### src/rtl/reg_file_2r1w_if.sv
// Register-file access bus: one write port with commit acknowledge and
// two combinational read ports. The datapath side is the master.
interface reg_file_2r1w_if #(
  parameter int DATA_WIDTH = 32,
  parameter int ADDR_WIDTH = 5
);
  logic                  wr_en;
  logic [ADDR_WIDTH-1:0] wr_addr;
  logic [DATA_WIDTH-1:0] wr_data;
  logic [ADDR_WIDTH-1:0] rd_addr_a;
  logic [ADDR_WIDTH-1:0] rd_addr_b;
  logic [DATA_WIDTH-1:0] rd_data_a;
  logic [DATA_WIDTH-1:0] rd_data_b;
  logic                  wr_ack;

  modport master (
    output wr_en, wr_addr, wr_data, rd_addr_a, rd_addr_b,
    input  rd_data_a, rd_data_b, wr_ack
  );

  modport slave (
    input  wr_en, wr_addr, wr_data, rd_addr_a, rd_addr_b,
    output rd_data_a, rd_data_b, wr_ack
  );
endinterface

### src/rtl/reg_file_2r1w.sv
// MIPS general-purpose register file: 32 entries, two combinational read
// ports with same-cycle write-through bypass, one synchronous write port.
// Register $zero is hardwired to zero.
module reg_file_2r1w #(
  parameter int DATA_WIDTH = 32,
  parameter int ADDR_WIDTH = 5,
  parameter int NUM_REGS   = 32
) (
  input  logic             clk,
  input  logic             rst_n,
  reg_file_2r1w_if.slave   bus
);

  logic [DATA_WIDTH-1:0] regs [NUM_REGS];
  logic [NUM_REGS-1:0]   wr_sel;
  logic                  wr_ack_q;
  logic [DATA_WIDTH-1:0] rd_a;
  logic [DATA_WIDTH-1:0] rd_b;

  // Decode the destination index into one-hot write enables; $zero masked.
  // Indexing only under wr_en keeps an unknown wr_addr from touching wr_sel.
  always_comb begin
    wr_sel = '0;
    if (bus.wr_en) begin
      wr_sel[bus.wr_addr] = 1'b1;
    end
    wr_sel[0] = 1'b0;
  end

  // Register array: async clear, per-entry write on the decoded enable.
  always_ff @(posedge clk or negedge rst_n) begin
    if (!rst_n) begin
      for (int unsigned i = 0; i < NUM_REGS; i++) begin
        regs[i] <= '0;
      end
    end else begin
      for (int unsigned i = 1; i < NUM_REGS; i++) begin
        if (wr_sel[i]) begin
          regs[i] <= bus.wr_data;
        end
      end
    end
  end

  // One-cycle acknowledge for every write that actually commits.
  always_ff @(posedge clk or negedge rst_n) begin
    if (!rst_n) begin
      wr_ack_q <= 1'b0;
    end else begin
      wr_ack_q <= |wr_sel;
    end
  end

  // Read port A: zero, then bypass, then array. Reset also suppresses the
  // bypass so both ports read 0 while rst_n is low.
  always_comb begin
    rd_a = '0;
    if (rst_n && (bus.rd_addr_a != '0)) begin
      if (bus.wr_en && (bus.wr_addr == bus.rd_addr_a)) begin
        rd_a = bus.wr_data;
      end else begin
        rd_a = regs[bus.rd_addr_a];
      end
    end
  end

  // Read port B: same priority as port A, evaluated independently.
  always_comb begin
    rd_b = '0;
    if (rst_n && (bus.rd_addr_b != '0)) begin
      if (bus.wr_en && (bus.wr_addr == bus.rd_addr_b)) begin
        rd_b = bus.wr_data;
      end else begin
        rd_b = regs[bus.rd_addr_b];
      end
    end
  end

  assign bus.rd_data_a = rd_a;
  assign bus.rd_data_b = rd_b;
  assign bus.wr_ack    = wr_ack_q;

endmodule

### src/flat_wrapper.sv
// flat-port wrapper written by rule: the top's interface ports become plain ports
module reg_file_2r1w_flat 
#(
  parameter int DATA_WIDTH = 32,
  parameter int ADDR_WIDTH = 5,
  parameter int NUM_REGS   = 32
)
  (clk, rst_n, bus_wr_en, bus_wr_addr, bus_wr_data, bus_rd_addr_a, bus_rd_addr_b, bus_rd_data_a, bus_rd_data_b, bus_wr_ack);
  reg_file_2r1w_if #(.DATA_WIDTH(DATA_WIDTH), .ADDR_WIDTH(ADDR_WIDTH)) bus_i ();
  input  logic clk;
  input  logic rst_n;
  input wire logic [$bits(bus_i.wr_en)-1:0] bus_wr_en;
  input wire logic [$bits(bus_i.wr_addr)-1:0] bus_wr_addr;
  input wire logic [$bits(bus_i.wr_data)-1:0] bus_wr_data;
  input wire logic [$bits(bus_i.rd_addr_a)-1:0] bus_rd_addr_a;
  input wire logic [$bits(bus_i.rd_addr_b)-1:0] bus_rd_addr_b;
  output wire logic [$bits(bus_i.rd_data_a)-1:0] bus_rd_data_a;
  output wire logic [$bits(bus_i.rd_data_b)-1:0] bus_rd_data_b;
  output wire logic [$bits(bus_i.wr_ack)-1:0] bus_wr_ack;
  assign bus_i.wr_en = bus_wr_en;
  assign bus_i.wr_addr = bus_wr_addr;
  assign bus_i.wr_data = bus_wr_data;
  assign bus_i.rd_addr_a = bus_rd_addr_a;
  assign bus_i.rd_addr_b = bus_rd_addr_b;
  assign bus_rd_data_a = bus_i.rd_data_a;
  assign bus_rd_data_b = bus_i.rd_data_b;
  assign bus_wr_ack = bus_i.wr_ack;
  reg_file_2r1w #(.DATA_WIDTH(DATA_WIDTH), .ADDR_WIDTH(ADDR_WIDTH), .NUM_REGS(NUM_REGS)) u_core (.clk(clk), .rst_n(rst_n), .bus(bus_i));
endmodule
### config.mk
export PLATFORM = sky130hd
export DESIGN_NAME = reg_file_2r1w_flat
export DESIGN_NICKNAME = d
export VERILOG_FILES = /design/src/rtl/reg_file_2r1w_if.sv /design/src/rtl/reg_file_2r1w.sv /design/src/flat_wrapper.sv
export SDC_FILE = /design/constraint.sdc
export NUM_CORES = 2
export LEC_CHECK = 0
export CAP_MARGIN = 20
export CORE_ASPECT_RATIO = 0.7
export CORE_UTILIZATION = 60
export CTS_CLUSTER_DIAMETER = 200
export DETAILED_ROUTE_END_ITERATION = 8
export PLACE_DENSITY_LB_ADDON = 0.15
export SYNTH_ARGS = -nofsm -noshare
export SYNTH_HDL_FRONTEND = slang
export SYNTH_SLANG_ARGS = --single-unit
### constraint.sdc
create_clock -name clk -period 2.1 [get_ports clk]
set_input_delay 0.21 -clock clk [delete_from_list [all_inputs] [get_ports clk]]
set_output_delay 0.21 -clock clk [all_outputs]
set_load 0.02 [all_outputs]
# After elaboration in Yosys (flattened, before gate mapping)
# Cells that the tools add are included.
# W data, S select, Z words.
[classes]
order_cmp = 4
eq_ne = 2
muxes = 13
bitwise = 2
n_reduce_logical = 8
[ops]
columns = ["operator", "count"]
rows = [
  ["$bmux W32 S5", 2],
  ["$mux W32", 9],
  ["$reduce_or A31 Y1", 1],
  ["$ge A6 B6 Y1 const B", 2],
  ["$not A5 Y6", 2],
  ["$eq A5 B5 Y1", 2],
  ["$reduce_bool A5 Y1", 2],
  ["$lt A5 B6 Y1 const B", 1],
  ["$demux W1 S5", 1],
  ["$ge A5 B1 Y1 const B", 1],
  ["$logic_and A1 B1 Y1", 5],
  ["$mux W1", 1],
]
[word_totals]
register_bits = 993
inputBits = 50
output_inout_bits = 65
word_cells = 61

# Longest topological paths before layout
[logic_depth]
depth_word = 6
mapped_depth = 10
ltp_nobuf = 5

# Least setup slack after synthesis
# Ideal clock, no wire load.
[synth_path]
kind = "input to output"
start = "input bus_rd_addr_b[0]"
end = "output bus_rd_data_b[0]"
t_arrival_ns = 1.919
required_time_ns = 1.890
setup_slack_ns = -0.029
path_stages = 9
path_buffers = 4
cell_sequence = "buf_6 > buf_12 > buf_6 > nor2b_2 > buf_2 > a22oi_1 > o221ai_1 > a31oi_1 > a211oi_1"
[synth_via]
elab_chain_cells = 6
elab_cells_between_ends = 10
cone_classes = "1 x eq/ne; 5 x mux; 1 x bitwise; 3 x reduce/logical"
[synth_rtl]
columns = ["element", "line_no", "rtl"]
rows = [
  ["start, declared", "flat_wrapper.sv:16", "input wire logic [$bits(bus_i.rd_addr_b)-1:0] bus_rd_addr_b;"],
  ["$not A5 Y6 (not written as such)", "reg_file_2r1w.sv:74", "rd_b = regs[bus.rd_addr_b];"],
  ["$bmux W32 S5", "reg_file_2r1w.sv:74", ""],
  ["$mux W32 (not written as such) (2 in a row)", "reg_file_2r1w.sv:74", ""],
  ["$mux W32", "reg_file_2r1w.sv:71", "if (bus.wr_en && (bus.wr_addr == bus.rd_addr_b)) begin"],
  ["$mux W32 (*)", "reg_file_2r1w.sv:70", "if (rst_n && (bus.rd_addr_b != '0)) begin"],
  ["end, declared", "flat_wrapper.sv:18", "output wire logic [$bits(bus_i.rd_data_b)-1:0] bus_rd_data_b;"],
]
# Every way passes the cells marked *; elsewhere a longest branch is shown, timed or not. The select of a mux whose other input is x is not followed.

# Worst setup path after layout
[layout_path]
start = "register u_core.regs[2] (netlist bit)"
end = "output bus_rd_data_b[2]"
[layout_via]
elab_chain_cells = 5
[layout_rtl]
columns = ["element", "line_no", "rtl"]
rows = [
  ["start, declared", "reg_file_2r1w.sv:14", "logic [DATA_WIDTH-1:0] regs [NUM_REGS];"],
  ["start signal, assigned by index", "reg_file_2r1w.sv:39", "regs[i] <= bus.wr_data;"],
  ["$bmux W32 S5", "reg_file_2r1w.sv:74", ""],
  ["$mux W32 (not written as such) (2 in a row)", "reg_file_2r1w.sv:74", ""],
  ["$mux W32", "reg_file_2r1w.sv:71", ""],
  ["$mux W32", "reg_file_2r1w.sv:70", ""],
]
# Every way passes these cells. The select of a mux whose other input is x is not followed.

==> qor.yml <==
run_status:
  outcome: "finished with violations"
  violations: "setup timing"
flow_run:
  drv_cap: 0
layout:
  fill_cells: 5334
  multi_input_area_um2: 29700
  areaGrowthSynthToFinish_pct: 27.0
  final_core_util_pct: 76.8
  regArea_um2: 24800
  final_common_cell: "mux2_2"
  instances_no_fill: 5954
  mostFrequentLayoutCells: "mux2_2 (1082), dfrtp_1 (993), buf_4 (751), mux4_2 (335), mux2i_1 (208)"
  drive_above_1_share_pct: 61.0
  final_area_um2: 69200
  nets: 4696
sta:
  skew_ns: 0
  finalHoldViolCount: 0
  rsz0062_at_grt: "true"
  timing.final.crit_share_pct: 134
  min_period_ns: 2.82
  slew_headroom_pct: 31.3
  slew_viol_final: 0
  tightest_slew_ns: 1.03
  fin_hold_ws_ns: 0.263
  setup_ws_ns: -0.718
  fmax_mhz: 355
  final-setup-viol-count: 64
global_route:
  grt_pass1_wl_um: 294000
  grt_use_met2_pct: 64.2
  grt.total_usage_pct: 44.2
  use_met1_pct: 58.8
  grt-busiest-layer: "met2"
  grt_use_met3_pct: 14.7
  grt-ovfl-total: 0
  antenna_found_initial: 4
  grt_max_degree: 166
  grt_pass1_vias: 43727
clock_tree:
  h-tree-depth: 3
  cts_tree: "done"
  cts_root_buf: "clkbuf_16"
  cts_buffers: 99
  clock-sinks: 993
  cts.path.max_buffers: 3
  path_clk_slew_ns: 0.06
  clock_latency_ns: 0.72
detailed_routing:
  routedWlPerCell_um: 33.9
  routed_wl_um: 202000
  drc: 0
  drt_iter0_markers: 5313
  via_per_inst: 7.11
  dr_total_vias: 42323
  antenna_left: 0
  drt_first_pass_iters: 6
critical_path:
  path_max_fanout: 3
  crit_path_max_incr_delay_ns: 0.49
  crit_top_cell: "buf_4"
  critPathSlowestCell: "mux4_2"
  start_kind: "flip-flop"
  worst-setup-path-type: "flip-flop to primary output"
  crit_required_ns: 1.89
  cp.arrival_ns: 2.61
  worstPathCellList: "mux4_2, mux2i_1, buf_4, o22ai_4, a31oi_4, a211oi_2, buf_4"
  worst_setup_path_end_kind: "primary output"
place:
  dp_hpwl_um: 137000
  placement.io_buffers: 114
  gp_congestion: 1.01
  placed_cell_area_um2: 62800
  dpl.cell_count: 5686
floorplan:
  coreArea_um2: 90000
  start_util_pct: 60.5
  die_h_um: 254
  fp-row-count: 92
  io_pins: 115
  die_w_um: 362
  dieArea_um2: 92000
yosys:
  netlist_area_um2: 54500
  avgSynthCellArea_um2: 13.8
  syn_nets: 3996
  synth_cells: 3946
  synth_edf_count: 0
  synth-seq-area-share_pct: 45.6
  netlist-cell-type-count: 57
  synthFlopType: "dfrtp_1"
  yosysWarnings: 32
  async_reset_ff_share_pct: 100
  ys_seq_elements: 993
power_and_ir_drop:
  p_leak_nw: 30.6
  power-per-cell-area_nw_per_um2: 881
  ir_drop_v: 0.000784
hold_path:
  min_path_type: "input port to flip-flop"
power breakdown:
| group | internal [mW] | switching, mW |
|---|---|---|
| registers | 22.9 | 2.81 |
| logic | 9.58 | 7.10 |
| clock network | 10.5 | 8.06 |
| total | 43.0 | 18.0 |
synth_stat cells, types with 18 or more instances:
cell | number | area, um2
mux4_2 | 327 | 7360
dfrtp_1 | 993 | 24800
buf_1 | 58 | 218
o22ai_1 | 63 | 394
nor2_1 | 128 | 480
a211oi_1 | 27 | 203
buf_4 | 49 | 368
mux2i_1 | 232 | 2320
nand3_1 | 70 | 350
a22oi_1 | 74 | 556
buf_6 | 29 | 327
o21ai_0 | 29 | 145
mux2_2 | 1093 | 12300
o221ai_1 | 25 | 219
nand2b_1 | 19 | 119
nand2_1 | 134 | 503
a31oi_1 | 48 | 300
nor2b_1 | 18 | 113
a21oi_1 | 68 | 340
buf_2 | 113 | 566
clkbuf_1 | 165 | 619
layer usage:
layer  share of wire (%)  vias to the layer above
met5                0.10                        -
met4                 6.1                       10
met3                  13                      774
met2                  44                     2969
met1                  38                    22050
li1                    -                    16520
registers in the layout (all words and copies together) (netlist names):
name and count:
u_core.regs 992, u_core.bus.wr_ack 1
metrics by stage:
step	worst slack (ns)	TNS (ns)	total power, mW
after floorplan	-0.00337	-0.0337	34.0
after global placement	-1.28	-288.81	39.4
after detailed placement	-1.30	-291.76	40.5
after CTS	-0.726	-34.20	60.1
after global routing	-0.771	-36.14	62.9
final	-0.718	-33.77	61.0
what timing repair did:
action	4_1_cts	5_1_grt
resized for setup	476	147
hold endpoints to repair	184	0
gates cloned	4	0
setup endpoints to repair	64	64
pin swaps	121	73
hold buffers	5	0
setup buffers	68	17
worst max-delay path, delay by kind of cell, from the launching register on:
family | cells | cell delay (ns)
AO/OA/AOI/OAI | 3 | 0.46
buffers and inverters | 2 | 0.36
flip-flops | 1 | 0.40
multiplexers | 2 | 0.68
path summary, 6_finish.rpt:
path | startpoint | endpoint | slack [ns] | depth (start not counted)
hold / removal | bus_wr_addr[1] | u_core.bus.wr_ack | 0.26 | 5
min in group asynchronous | rst_n | u_core.regs[379] | 0.27 | 3
hold reg to reg | u_core.regs[308] | u_core.regs[308] | 0.52 | 1
setup / recovery | u_core.regs[2] | bus_rd_data_b[2] | -0.72 | 7
max in group asynchronous | rst_n | u_core.regs[489] | 0.30 | 5
setup reg to reg | u_core.regs[977] | u_core.regs[977] | 1.07 | 3
area by class of cell:
cell class,instances,share of cell area [%]
Tap cell,1222,2.21
Sequential cell,993,35.9
Antenna cell,1,0.00362
Clock inverter,41,0.611
Multi-Input combinational cell,2529,42.9
Timing Repair Buffer,1017,14.1
Clock buffer,145,4.23
Inverter,6,0.0362
kinds of logic (layout without fill, tap and decap cells):
kind of cell,after synthesis,after routing,synth area share (%)
AOI/OAI and AO/OA,431,431,5.53
xor gates and xnor gates,10,10,0.161
buffers and inverters,424,1209,4.00
DFF,993,993,45.6
muxes,1669,1669,41.2
other,0,1,0
and+or+nand+nor,419,419,3.50
Power figures use the tool's default switching activity.
